**src/rtl/axi4_lite_slave_regfile.sv**
```systemverilog
// rtl/axi4_lite_slave_regfile.sv - AXI4-Lite responder in front of a bank of 32-bit registers
//
// Purpose: terminates an AXI4-Lite master with a register file. Register 0 is a
// read-only ID; the rest are software read/write. Every register is driven flat
// on REG_OUT, and each committed decoded write emits a one-cycle WR_EN/WR_INDEX.
//
// Ports:
//   CLK, nRST                     clock (rising edge), asynchronous active-low reset
//   AW*, W*, B*                   AXI4-Lite write address / data / response channels
//   AR*, R*                       AXI4-Lite read address / data channels
//   REG_OUT[32*C_REG_COUNT]       register image, reg n at [32n+31:32n]
//   WR_EN, WR_INDEX               one-cycle pulse and index of each committed register write
module axi4_lite_slave_regfile #(
    parameter int          C_ADDR_WIDTH = 20,
    parameter int          C_REG_COUNT  = 16,
    parameter logic [31:0] C_ID_VALUE   = 32'h52460001,
    localparam int         C_IDX_BITS   = $clog2(C_REG_COUNT)
) (
    input  logic                      CLK,
    input  logic                      nRST,
    input  logic [C_ADDR_WIDTH-1:0]   AWADDR,
    input  logic                      AWVALID,
    output logic                      AWREADY,
    input  logic [31:0]               WDATA,
    input  logic [3:0]                WSTRB,
    input  logic                      WVALID,
    output logic                      WREADY,
    output logic [1:0]                BRESP,
    output logic                      BVALID,
    input  logic                      BREADY,
    input  logic [C_ADDR_WIDTH-1:0]   ARADDR,
    input  logic                      ARVALID,
    output logic                      ARREADY,
    output logic [31:0]               RDATA,
    output logic [1:0]                RRESP,
    output logic                      RVALID,
    input  logic                      RREADY,
    output logic [32*C_REG_COUNT-1:0] REG_OUT,
    output logic                      WR_EN,
    output logic [C_IDX_BITS-1:0]     WR_INDEX
);

    localparam logic [1:0] RESP_OKAY   = 2'b00;
    localparam logic [1:0] RESP_DECERR = 2'b11;

    // Any address bit above the register index field selects nothing.
    function automatic logic addr_out_of_range(input logic [C_ADDR_WIDTH-1:0] addr);
        return (addr >> (2 + C_IDX_BITS)) != '0;
    endfunction

    // Held low through reset and set on the first clock after release, so the
    // READY outputs read 0 during reset and rise one edge later.
    logic                  ready_en;

    logic                  aw_full;
    logic [C_IDX_BITS-1:0] aw_idx;
    logic                  aw_oor;
    logic                  w_full;
    logic [31:0]           w_data;
    logic [3:0]            w_strb;

    logic [31:0]           regs [C_REG_COUNT];

    logic                  aw_hs;
    logic                  w_hs;
    logic                  b_hs;
    logic                  ar_hs;
    logic                  r_hs;
    logic                  commit;
    logic                  wr_hit;
    logic [C_IDX_BITS-1:0] ar_idx;
    logic                  ar_oor;

    assign AWREADY = ready_en && !aw_full && !BVALID;
    assign WREADY  = ready_en && !w_full  && !BVALID;
    assign ARREADY = ready_en && !RVALID;

    assign aw_hs  = AWVALID && AWREADY;
    assign w_hs   = WVALID && WREADY;
    assign b_hs   = BVALID && BREADY;
    assign ar_hs  = ARVALID && ARREADY;
    assign r_hs   = RVALID && RREADY;

    // One outstanding write: commit only once both halves are latched and the
    // previous response has been taken.
    assign commit = aw_full && w_full && !BVALID;
    assign wr_hit = commit && !aw_oor && (aw_idx != '0);

    assign ar_idx = ARADDR[2 +: C_IDX_BITS];
    assign ar_oor = addr_out_of_range(ARADDR);

    // Channel control and response registers.
    always_ff @(posedge CLK or negedge nRST) begin
        if (!nRST) begin
            ready_en <= 1'b0;
            aw_full  <= 1'b0;
            aw_idx   <= '0;
            aw_oor   <= 1'b0;
            w_full   <= 1'b0;
            w_data   <= '0;
            w_strb   <= '0;
            BVALID   <= 1'b0;
            BRESP    <= RESP_OKAY;
            RVALID   <= 1'b0;
            RDATA    <= '0;
            RRESP    <= RESP_OKAY;
            WR_EN    <= 1'b0;
            WR_INDEX <= '0;
        end else begin
            ready_en <= 1'b1;
            WR_EN    <= 1'b0;

            if (aw_hs) begin
                aw_full <= 1'b1;
                aw_idx  <= AWADDR[2 +: C_IDX_BITS];
                aw_oor  <= addr_out_of_range(AWADDR);
            end

            if (w_hs) begin
                w_full <= 1'b1;
                w_data <= WDATA;
                w_strb <= WSTRB;
            end

            if (commit) begin
                BVALID <= 1'b1;
                BRESP  <= aw_oor ? RESP_DECERR : RESP_OKAY;
                if (wr_hit) begin
                    WR_EN    <= 1'b1;
                    WR_INDEX <= aw_idx;
                end
            end

            // BVALID blocks AWREADY/WREADY, so a B handshake never coincides
            // with a new AW/W handshake on the same edge.
            if (b_hs) begin
                BVALID  <= 1'b0;
                aw_full <= 1'b0;
                w_full  <= 1'b0;
            end

            // regs[] is sampled before this edge's write lands, so a read that
            // collides with a commit returns the old value.
            if (ar_hs) begin
                RVALID <= 1'b1;
                RDATA  <= ar_oor ? '0 : regs[ar_idx];
                RRESP  <= ar_oor ? RESP_DECERR : RESP_OKAY;
            end else if (r_hs) begin
                RVALID <= 1'b0;
            end
        end
    end

    // Register bank. Index 0 is never a write target, so it holds the ID.
    always_ff @(posedge CLK or negedge nRST) begin
        if (!nRST) begin
            regs[0] <= C_ID_VALUE;
            for (int i = 1; i < C_REG_COUNT; i++) begin
                regs[i] <= '0;
            end
        end else if (wr_hit) begin
            for (int i = 1; i < C_REG_COUNT; i++) begin
                if (aw_idx == C_IDX_BITS'(i)) begin
                    for (int b = 0; b < 4; b++) begin
                        if (w_strb[b]) begin
                            regs[i][8*b +: 8] <= w_data[8*b +: 8];
                        end
                    end
                end
            end
        end
    end

    for (genvar g = 0; g < C_REG_COUNT; g++) begin : g_reg_out
        assign REG_OUT[32*g +: 32] = regs[g];
    end

endmodule

```
**config.mk**
```make
export PLATFORM = sky130hd
export DESIGN_NAME = axi4_lite_slave_regfile
export DESIGN_NICKNAME = d
export VERILOG_FILES = /design/src/rtl/axi4_lite_slave_regfile.sv
export SDC_FILE = /design/constraint.sdc
export NUM_CORES = 1
export LEC_CHECK = 0
export ABC_AREA = 1
export BUFFER_PORTS_ARGS = -buffer_cell sky130_fd_sc_hd__buf_4
export CAP_MARGIN = 30
export CORE_AREA = 4 4 248 250
export CTS_CLUSTER_DIAMETER = 200
export DETAILED_ROUTE_END_ITERATION = 10
export DIE_AREA = 0 0 252 254
export PLACE_DENSITY = 0.8
export SETUP_SLACK_MARGIN = 0.1
export SYNTH_ARGS = -nofsm -noshare
export SYNTH_HDL_FRONTEND = slang
export SYNTH_SLANG_ARGS = --single-unit
```
**constraint.sdc**
```tcl
create_clock -name CLK -period 1.9 [get_ports CLK]
set_clock_uncertainty 0.1 [all_clocks]
set_input_delay 0.095 -clock CLK [delete_from_list [all_inputs] [get_ports CLK]]
set_output_delay 0.095 -clock CLK [all_outputs]
set_load 0.02 [all_outputs]
```
==> reports/qor.txt <==
Smallest hold slack -> 0.0609 ns
Number of buffer cells added on primary ports -> 604
Reg-to-reg startpoint -> BVALID
Pre-CTS WS -> 0.00916 ns
Final core utilization -> 0.659
Maximum clock insertion buffer count -> 3
Leading cell type in the layout, fill and taps excluded -> sky130_fd_sc_hd__nand2_1
Number of detailed-route iterations in the first pass -> 7
Drt via density -> 5.72
Net total in the final layout -> 4297
Area of the multi-input gates -> 0.0124 sq mm
Yosys warns -> 32
Clock latency of the later-clocked register in the worst-skew pair -> 0.62 ns
Die Area -> 0.0640 sq mm
Failing checks -> setup timing
Maximum number of pins on one net before global-route repair -> 80
Number of buffers created by CTS -> 59
Endpoint arrival time on the critical path -> 2.36 ns
Area taken by flip-flops and latches -> 0.0141 sq mm
Clock power share -> 0.227
Worst voltage drop across the vdd grid -> 1.40 mV
Class of the tightest hold or removal check -> input port to async pin
Most frequent cells in the layout -> 973 x sky130_fd_sc_hd__nand2_1, 683 x sky130_fd_sc_hd__buf_4, 564 x sky130_fd_sc_hd__dfrtp_1
Run status -> complete, but fails checks
Worst Slack Setup Final -> -0.0854 ns
Synth-to-layout area growth -> 42.9%
Fraction of post-synthesis cell area in the top cell type by area -> 0.519
Routed vias -> 28.8k
Final ANT Viol Nets -> 0
Summed negative setup slack over all endpoints -> -5.66 ns
Part of the power in combinational logic -> 0.414
Die width -> 252 microns
Number of enable flip-flop cells after synthesis -> 0
Count of boundary I/O pins -> 641
Aggregate global routing overflow -> 0
Placed wire-length estimate -> 74300 microns
Fillers -> 4522
Gate count after technology mapping -> 3479
Starting density of the core -> 0.461
WP data required -> 2.28 ns
Final weighted congestion in routability-driven placement -> 0.927
Clk sink count -> 565
Max Clock Freq -> 504 MHz
CTS tree -> built
Pins Over Slew Limit -> 0
Worst-case headroom to the max-slew limit -> 0.441
Number of antenna violations at the first check in global routing -> 1
DIE HEIGHT -> 254 microns
Drt total wl -> 120000 microns
CORE AREA -> 0.0590 sq mm
Top fanout value on the critical path -> 8
Total number of placement rows -> 89
Cell Area, Placed -> 0.0332 sq mm
Fraction of final layout cells with drive strength greater than 1 -> 0.312
Worst setup path class -> flop to flop
Post-synthesis instance area -> 0.0272 sq mm
Drt initial violations -> 3719
Unrepaired setup endpoints after global routing -> yes
Count of different cell masters after synthesis -> 28
Share of power burned in registers -> 0.358
Count of endpoints failing hold in the final timing report -> 0
Post-Syn Area per Cell -> 7.83 sq um
Global-route wire length before repair -> 164000 microns
Critical Path Source -> BVALID
Clk pin slew, worst setup/hold paths -> 0.06 ns
Power per standard cell area -> 1360 mW/mm^2
Final number of setup-violating endpoints -> 195
Shortest period the worst path allows -> 1.99 ns
Clock root buffer master -> sky130_fd_sc_hd__clkbuf_16
Leakage -> 19.6 nW
Portion of the post-synthesis area used by sequential elements -> 0.519
WL/cell -> 23.9 microns
Power spent charging and discharging nets -> 0.0226 W
Worst-margin pin slew -> 0.838 ns
Type of destination of the critical path -> flop
Total track usage -> 0.334
Summed area of non-filler cells in the final layout -> 0.0389 sq mm
Number of synthesized register bits -> 565
Internal power -> 0.0303 W
Switching share of total power -> 0.427
Final routed DRC violation total -> 0
Type of element launching the critical path -> flop
Number of global-route vias before repair -> 26.0k
Post-synth ARST share -> 1.00
Max-cap viol count -> 0
Top cell type by total area after synthesis -> sky130_fd_sc_hd__dfrtp_1
Deepest level of the CTS H-tree -> 2
Most common flop cell mapped by yosys -> sky130_fd_sc_hd__dfrtp_1
Dominant cells by area after synthesis -> sky130_fd_sc_hd__dfrtp_1 52%, sky130_fd_sc_hd__nand2_1 17%, sky130_fd_sc_hd__nand3_1 7.1%
Period utilisation layout -> 1.04
final timing paths:
check / slack, ns / endpoint / cells past startpoint
worst max-delay path: -0.09 / REG_OUT[266] / 10
worst min-delay path: 0.06 / w_data[18] / 3
worst max register to register: -0.09 / REG_OUT[266] / 10
worst min register to register: 0.38 / RDATA[9] / 2
max in group asynchronous: 1.02 / w_data[11] / 3
min in group CLK: 0.09 / RDATA[0] / 7
power by group through the flow:
stage / logic [W] / registers (W) / clock network [W]
after floorplan: 0.00700 / 0.0210 / 0
after global placement: 0.0185 / 0.0184 / 0
after detailed placement: 0.0189 / 0.0184 / 0
after CTS: 0.0201 / 0.0183 / 0.0120
after global routing: 0.0232 / 0.0191 / 0.0125
final: 0.0219 / 0.0189 / 0.0120
final cells by class:
| class | instances | area share |
|---|---|---|
| Sequential cell | 565 | 0.363 |
| Multi-Input combinational cell | 2298 | 0.318 |
| Timing Repair Buffer | 855 | 0.201 |
| Clock buffer | 86 | 0.0444 |
| Inverter | 435 | 0.0423 |
| Tap cell | 773 | 0.0249 |
| Clock inverter | 18 | 0.00595 |
| Antenna cell | 2 | 0.000129 |
metrics by stage:
| stage | instances | total power, W |
|---|---|---|
| 6_report | 5032 | 0.0528 |
| 5_1_grt | 5030 | 0.0549 |
| 4_1_cts | 4989 | 0.0504 |
| 3_5_place_dp | 4774 | 0.0374 |
| 3_3_place_gp | 4774 | 0.0369 |
| 2_1_floorplan | 3510 | 0.0280 |
critical path, stage by stage (launching register included):
cell,delay [ns]
sky130_fd_sc_hd__dfrtp_2,0.41
sky130_fd_sc_hd__inv_2,0.08
sky130_fd_sc_hd__nand3_4,0.08
sky130_fd_sc_hd__nor2_4,0.19
sky130_fd_sc_hd__nand2_8,0.15
sky130_fd_sc_hd__nor2_8,0.17
sky130_fd_sc_hd__buf_12,0.17
sky130_fd_sc_hd__buf_16,0.18
sky130_fd_sc_hd__nand2_4,0.13
sky130_fd_sc_hd__nand2_1,0.08
sky130_fd_sc_hd__o21ai_1,0.07
state kept, by name (all words and copies together) (netlist names), 4 cells and up:
register  cells
REG_OUT     480
aw_idx        4
WR_INDEX      4
RDATA        32
w_data       32
w_strb        4
metal layers:
| metal | GRT usage | up-vias | share of wire |
|---|---|---|---|
| li1 | - | 12400 | - |
| met1 | 0.432 | 13700 | 0.35 |
| met2 | 0.540 | 2244 | 0.47 |
| met3 | 0.0731 | 475 | 0.12 |
| met4 | 0.154 | 2 | 0.056 |
| met5 | 0 | - | 0.000075 |
kinds of logic after synthesis:
| logic type | synth area share |
|---|---|
| AND/OR/NAND/NOR | 0.268 |
| buffers and inverters | 0.110 |
| flip-flops | 0.519 |
| AO/OA/AOI/OAI | 0.103 |
| other | 0.000276 |
Yosys cell counts (6+ instances only):
cell type                  instances
sky130_fd_sc_hd__nand2_1        1203
sky130_fd_sc_hd__dfrtp_1         565
sky130_fd_sc_hd__inv_1           431
sky130_fd_sc_hd__nand3_1         386
sky130_fd_sc_hd__o21ai_1         244
sky130_fd_sc_hd__o21ai_0         202
sky130_fd_sc_hd__clkbuf_1        100
sky130_fd_sc_hd__nor2_1           59
sky130_fd_sc_hd__o21ai_2          43
sky130_fd_sc_hd__buf_2            42
sky130_fd_sc_hd__a21oi_1          37
sky130_fd_sc_hd__buf_4            35
sky130_fd_sc_hd__buf_6            31
sky130_fd_sc_hd__nand2_4          30
sky130_fd_sc_hd__buf_1            29
sky130_fd_sc_hd__nand2_2          10
sky130_fd_sc_hd__nor2_2            6
sky130_fd_sc_hd__nor2_4            6
what timing repair did:
item,in CTS,in global routing
pin swaps,32,66
buffers inserted,17,13
gates cloned,17,28
hold endpoints to repair,643,0
hold buffers,77,0
resized for setup,109,452
setup endpoints to repair,387,515
Note: power is estimated with default switching activity, not from simulation.
